`src/rtl/btn_pkg.sv`:
```
// Shared types and helpers for the push-button conditioning stage.
package btn_pkg;

  localparam int unsigned NUM_BTN_DEFAULT = 4;

  typedef enum logic [1:0] {
    StLow,
    StPendHigh,
    StHigh,
    StPendLow
  } ch_state_e;

  // Callers zero-extend narrower vectors; NUM_BTN is expected to stay <= 32.
  function automatic bit is_onehot(input logic [31:0] vec);
    return $countones(vec) == 1;
  endfunction

endpackage

```
`src/rtl/btn_conditioner_if.sv`:
```
// Button-side bundle: raw pins in, conditioned levels/pulses and the shared tick out.
interface btn_conditioner_if #(
  parameter int unsigned NUM_BTN = btn_pkg::NUM_BTN_DEFAULT
);
  logic [NUM_BTN-1:0] btn_raw;
  logic               tick;
  logic [NUM_BTN-1:0] btn_level;
  logic [NUM_BTN-1:0] btn_rise;
  logic [NUM_BTN-1:0] btn_onehot;
  logic               multi;

  modport master (
    output btn_raw,
    input  tick, btn_level, btn_rise, btn_onehot, multi
  );

  modport slave (
    input  btn_raw,
    output tick, btn_level, btn_rise, btn_onehot, multi
  );
endinterface

```
`src/rtl/btn_debounce_ch.sv`:
```
// One button channel: 2-flop synchroniser, tick-driven debounce FSM, level and rise pulse.
module btn_debounce_ch
  import btn_pkg::*;
#(
  parameter int unsigned STABLE_TICKS = 20
) (
  input  logic clk,
  input  logic rst,
  input  logic raw,
  input  logic tick,
  output logic level,
  output logic rise
);

  localparam int unsigned CntW = $clog2(STABLE_TICKS + 1);
  localparam logic [CntW-1:0] StableCnt = CntW'(STABLE_TICKS);
  localparam logic [CntW-1:0] CntOne = CntW'(1);

  logic [1:0]      sync_q;
  logic            s;
  ch_state_e       state_q, state_d;
  logic [CntW-1:0] cnt_q, cnt_d, cnt_inc;
  logic            level_d, level_q, rise_q;

  assign s = sync_q[1];

  always_comb begin
    state_d = state_q;
    cnt_d   = cnt_q;
    cnt_inc = cnt_q + 1'b1;
    if (tick) begin
      unique case (state_q)
        StLow: begin
          if (s) begin
            if (STABLE_TICKS == 1) begin
              state_d = StHigh;
            end else begin
              state_d = StPendHigh;
              cnt_d   = CntOne;
            end
          end
        end
        StPendHigh: begin
          if (!s) begin
            state_d = StLow;
            cnt_d   = '0;
          end else if (cnt_inc == StableCnt) begin
            state_d = StHigh;
            cnt_d   = '0;
          end else begin
            cnt_d = cnt_inc;
          end
        end
        StHigh: begin
          if (!s) begin
            if (STABLE_TICKS == 1) begin
              state_d = StLow;
            end else begin
              state_d = StPendLow;
              cnt_d   = CntOne;
            end
          end
        end
        StPendLow: begin
          if (s) begin
            state_d = StHigh;
            cnt_d   = '0;
          end else if (cnt_inc == StableCnt) begin
            state_d = StLow;
            cnt_d   = '0;
          end else begin
            cnt_d = cnt_inc;
          end
        end
        default: begin
          state_d = StLow;
          cnt_d   = '0;
        end
      endcase
    end
    level_d = (state_d == StHigh) || (state_d == StPendLow);
  end

  always_ff @(posedge clk or posedge rst) begin
    if (rst) begin
      sync_q  <= '0;
      state_q <= StLow;
      cnt_q   <= '0;
      level_q <= 1'b0;
      rise_q  <= 1'b0;
    end else begin
      sync_q  <= {sync_q[0], raw};
      state_q <= state_d;
      cnt_q   <= cnt_d;
      level_q <= level_d;
      // Pulses alongside the first cycle of the new level, so it can never repeat.
      rise_q  <= level_d & ~level_q;
    end
  end

  assign level = level_q;
  assign rise  = rise_q;

endmodule

```
`src/rtl/btn_conditioner.sv`:
```
// Button conditioner top: sample-tick prescaler, per-channel debouncers, one-hot/multi qualify.
// Define DBNC_FAST_SIM_EN to force prescale 1 and stable count 2 for short simulations.
module btn_conditioner
  import btn_pkg::*;
#(
  parameter int unsigned NUM_BTN      = NUM_BTN_DEFAULT,
  parameter int unsigned PRESCALE     = 100000,
  parameter int unsigned STABLE_TICKS = 20
) (
  input  logic clk,
  input  logic rst,
  btn_conditioner_if.slave bus
);

`ifdef DBNC_FAST_SIM_EN
  localparam int unsigned PrescaleEff = 1;
  localparam int unsigned StableEff   = 2;
`else
  localparam int unsigned PrescaleEff = PRESCALE;
  localparam int unsigned StableEff   = STABLE_TICKS;
`endif

  localparam int unsigned PsW = (PrescaleEff > 1) ? $clog2(PrescaleEff) : 1;
  localparam logic [PsW-1:0] PsLast = PsW'(PrescaleEff - 1);

  logic [PsW-1:0]     ps_q, ps_d;
  logic               tick_q;
  logic [NUM_BTN-1:0] level, rise;

  always_comb begin
    ps_d = ps_q + 1'b1;
    if (ps_q == PsLast) begin
      ps_d = '0;
    end
  end

  always_ff @(posedge clk or posedge rst) begin
    if (rst) begin
      ps_q   <= '0;
      tick_q <= 1'b0;
    end else begin
      ps_q   <= ps_d;
      tick_q <= (ps_q == PsLast);
    end
  end

  for (genvar i = 0; i < NUM_BTN; i++) begin : g_ch
    btn_debounce_ch #(
      .STABLE_TICKS(StableEff)
    ) u_ch (
      .clk  (clk),
      .rst  (rst),
      .raw  (bus.btn_raw[i]),
      .tick (tick_q),
      .level(level[i]),
      .rise (rise[i])
    );
  end

  assign bus.tick       = tick_q;
  assign bus.btn_level  = level;
  assign bus.btn_rise   = rise;
  assign bus.btn_onehot = is_onehot(32'(level)) ? level : '0;
  assign bus.multi      = ($countones(level) > 1);

endmodule

```
`src/flat_wrapper.sv`:
```
// flat-port wrapper written by rule: the top's interface ports become plain ports
module btn_conditioner_flat import btn_pkg::*;
#(
  parameter int unsigned NUM_BTN      = NUM_BTN_DEFAULT,
  parameter int unsigned PRESCALE     = 100000,
  parameter int unsigned STABLE_TICKS = 20
)
  (clk, rst, bus_btn_raw, bus_tick, bus_btn_level, bus_btn_rise, bus_btn_onehot, bus_multi);
  btn_conditioner_if #(.NUM_BTN(NUM_BTN)) bus_i ();
  input  logic clk;
  input  logic rst;
  input wire logic [$bits(bus_i.btn_raw)-1:0] bus_btn_raw;
  output wire logic [$bits(bus_i.tick)-1:0] bus_tick;
  output wire logic [$bits(bus_i.btn_level)-1:0] bus_btn_level;
  output wire logic [$bits(bus_i.btn_rise)-1:0] bus_btn_rise;
  output wire logic [$bits(bus_i.btn_onehot)-1:0] bus_btn_onehot;
  output wire logic [$bits(bus_i.multi)-1:0] bus_multi;
  assign bus_i.btn_raw = bus_btn_raw;
  assign bus_tick = bus_i.tick;
  assign bus_btn_level = bus_i.btn_level;
  assign bus_btn_rise = bus_i.btn_rise;
  assign bus_btn_onehot = bus_i.btn_onehot;
  assign bus_multi = bus_i.multi;
  btn_conditioner #(.NUM_BTN(NUM_BTN), .PRESCALE(PRESCALE), .STABLE_TICKS(STABLE_TICKS)) u_core (.clk(clk), .rst(rst), .bus(bus_i));
endmodule
```
`config.mk`:
```
export PLATFORM = sky130hd
export DESIGN_NAME = btn_conditioner_flat
export DESIGN_NICKNAME = d
export VERILOG_FILES = /design/src/rtl/btn_pkg.sv /design/src/rtl/btn_conditioner_if.sv /design/src/rtl/btn_debounce_ch.sv /design/src/rtl/btn_conditioner.sv /design/src/flat_wrapper.sv
export SDC_FILE = /design/constraint.sdc
export NUM_CORES = 1
export LEC_CHECK = 0
export ABC_AREA = 1
export CAP_MARGIN = 20
export CORE_MARGIN = 2
export CORE_UTILIZATION = 40
export CTS_CLUSTER_SIZE = 30
export DETAILED_ROUTE_END_ITERATION = 8
export HOLD_SLACK_MARGIN = 0.02
export SLEW_MARGIN = 5
export SYNTH_ARGS = -nofsm -noshare
export SYNTH_HDL_FRONTEND = slang
export SYNTH_HIERARCHICAL = 1
export SYNTH_SLANG_ARGS = --single-unit
```
`constraint.sdc`:
```
create_clock -name clk -period 3.1 [get_ports clk]
set_clock_uncertainty 0.15 [all_clocks]
set_input_delay 0.31 -clock clk [delete_from_list [all_inputs] [get_ports clk]]
set_output_delay 0.31 -clock clk [all_outputs]
set_load 0.05 [all_outputs]
```
==> out/results.ini <==
[synthesis]
yosysSeqAreaShare=0.4870
ys_types=24
synth.net_count=399
synthCells=383
yosysWarningCount=6
synth_area_mm2=0.003186
synth.largest_area_cell=dfrtp_1
ys_seq_elements=62
synth_top_area_frac=0.4870
synth_area_leaders=dfrtp_1 49%, nand2_1 9.4%, inv_1 8.6%, nand3_1 5.5%, xor2_1 4.7%
avgSynthCellArea_um2=8.317

[clock_network]
cts_tree=built
clkSinkCount=62
clockBufferDepth=2
clock_latency_ps=330
cts-root-buf=clkbuf_8
cts_buffers=9
htreeDepth=3
clk_pin_slew_ps=70
holdBufCountCts=0

[sta]
tightest_slew_ps=683.5
holdWs_ps=203.2
finalHoldViolations=0
finalWorstSetupSlack_ps=72.71
slew_viol_final=0
fmax_mhz=330.3
fin_crit_ps=3027
final.setup.tns_ps=0
slew_headroom=0.5438
period_share=0.9765
finalSetupViolations=0

[setup_path]
crit_required_ps=2640
rr_startpoint=u_core/ps_q[0]
critPathLaunch=u_core/g_ch[0].u_ch/level
start_kind=flip-flop
path_max_fanout=5
worstSetupPathType=flip-flop to primary output
critPathArrivalTime_ps=2570
worstSetupEndpointType=primary output

[min_path]
min_from=u_core/g_ch[3].u_ch/sync_q[0]
min-delay-path-class=flip-flop to flip-flop

[drt]
initialDrtViolationCount=78
vias_per_cell=4.584
dr.pass1.iters=4
drc_errors=0
ant_nets=0
dr_total_vias=2411
wl_per_cell_um=11.34
routed_wl_um=5967

[power_and_ir_drop]
ir_drop_mv=0.2535
p_per_area_mw_per_mm2=418.1
combPwrFrac=0.018
p_seq_frac=0.506
p_int_mw=1.295
p_sw_frac=0.1980
leakage_nw=2.114
clkPwrFrac=0.476
power_switching_mw=0.3199

[final_layout]
drive_gt1_frac=0.1745
area_delta_synth_final_pct=21.29
n_fill_cell=729
instances_no_fill=526
final_common_cell=nand2_1
fin_nets=435
fin_util=0.5000
diodes=0
final_cell_mix=79 x nand2_1, 69 x inv_1, 59 x dfrtp_1

[global_route]
grt_max_degree=19
grt_remaining_overflow=0
track_usage=0.1548
antenna_found_initial=0
grt_first_pass_wirelength_um=10610
grt_pass1_vias=2429

[place]
place_ws_ps=138.4
dp_hpwl_um=4462
place_inst=505
io_buffers=19
gp_congestion=0.8298

[floorplanning]
ios=20
die_w_um=93.24
dieArea_mm2=0.008694
fp.dieH_um=93.24
core_area_mm2=0.007727
rows=32
initial_core_util=0.4122

[status]
status=finished, final reports clean

[flow_run]
cap_violations=0

-- critical path, stage by stage (launching register included) --
cell and delay, ps:
dfrtp_2 380, inv_4 50, fa_1 530, inv_1 40, ha_2 170, inv_2 70
ha_4 190, or3b_4 470, nor2_4 170, buf_12 150
-- flip-flops by register name, indices dropped and copies added (netlist names) --
| register | flops |
|---|---|
| u_core/g_ch.u_ch/cnt_q | 20 |
| u_core/ps_q | 17 |
| u_core/g_ch.u_ch/rise | 4 |
| u_core/g_ch.u_ch/state_q | 8 |
| u_core/bus.tick | 1 |
| u_core/g_ch.u_ch/level | 4 |
| u_core/g_ch.u_ch/sync_q | 8 |
-- path summary, 6_finish.rpt --
path                                                       to  slack (ps)  depth (start not counted)
worst min register to register  u_core/g_ch[3].u_ch/sync_q[1]         200                          0
min in group asynchronous        u_core/g_ch[3].u_ch/cnt_q[3]         300                          2
worst min-delay path            u_core/g_ch[3].u_ch/sync_q[1]         200                          0
max in group asynchronous                      u_core/ps_q[8]        1950                          2
worst max register to register                 u_core/ps_q[7]        1490                          6
worst max-delay path                        bus_btn_onehot[0]          70                          9
-- layout make-up --
cell class                      instances  area (um^2)  share of cell area
Inverter                               74        280.3             0.07254
Tap cell                              102        127.6             0.03303
Timing Repair Buffer                   25        276.5             0.07157
Sequential cell                        62         1555              0.4025
Clock buffer                           12        145.1             0.03756
Multi-Input combinational cell        247         1409              0.3646
Clock inverter                          4        70.07             0.01813
-- cell usage after synthesis --
master    count
nand3_1      35
fa_1          1
a21oi_1       7
xnor2_1       1
nand3_2       5
inv_2         1
nand2_1      80
o22ai_1       3
nor3b_2       3
nor2_2        7
o21ai_1       2
xor2_1       17
ha_1          9
o21bai_1      1
nor3_1        2
nand4_1       9
nor2_4        2
nand2_2      15
o21ai_0      10
nor2_1       34
inv_1        73
or3b_2        1
nor2b_1       3
dfrtp_1      62
-- cells by family (layout without fill, tap and decap cells) --
group,Yosys count,count (layout),synth area share
xor gates and xnor gates,18,18,0.04949
buffers and inverters,74,115,0.08719
adders and majority gates,10,10,0.04163
and+or+nand+nor,196,196,0.2965
AOI/OAI and AO/OA,23,23,0.03810
DFF,62,62,0.4870
-- metrics by stage --
stage                     area (um^2)  power (mW)
after floorplan                  3219      0.8490
after global routing             3864       1.685
final                            3864       1.615
after detailed placement         3582      0.8629
after CTS                        3811       1.642
after global placement           3582      0.8622
-- timing repair --
action / CTS / global route
buffers inserted: 1 / 4
pin swaps: 1 / 2
setup endpoints to repair: 5 / 5
gates resized for setup: 5 / 6
-- power groups by stage --
stage	Sequential (mW)	Combinational, mW	Clock (mW)
finish	0.817	0.0294	0.769
detailed placement	0.832	0.0311	0
floorplan	0.831	0.0179	0
global placement	0.832	0.0305	0
global route	0.816	0.0351	0.834
CTS	0.817	0.0314	0.794
-- layer usage --
metal / routed length [um] / GRT usage / up-vias
met5: 0 / 0 / -
met4: 102 / 0.06005 / 0
met3: 183 / 0.04835 / 10
met2: 2962 / 0.2578 / 26
met1: 2719 / 0.1871 / 1112
li1: - / - / 1263
Power figures use the tool's default switching activity.
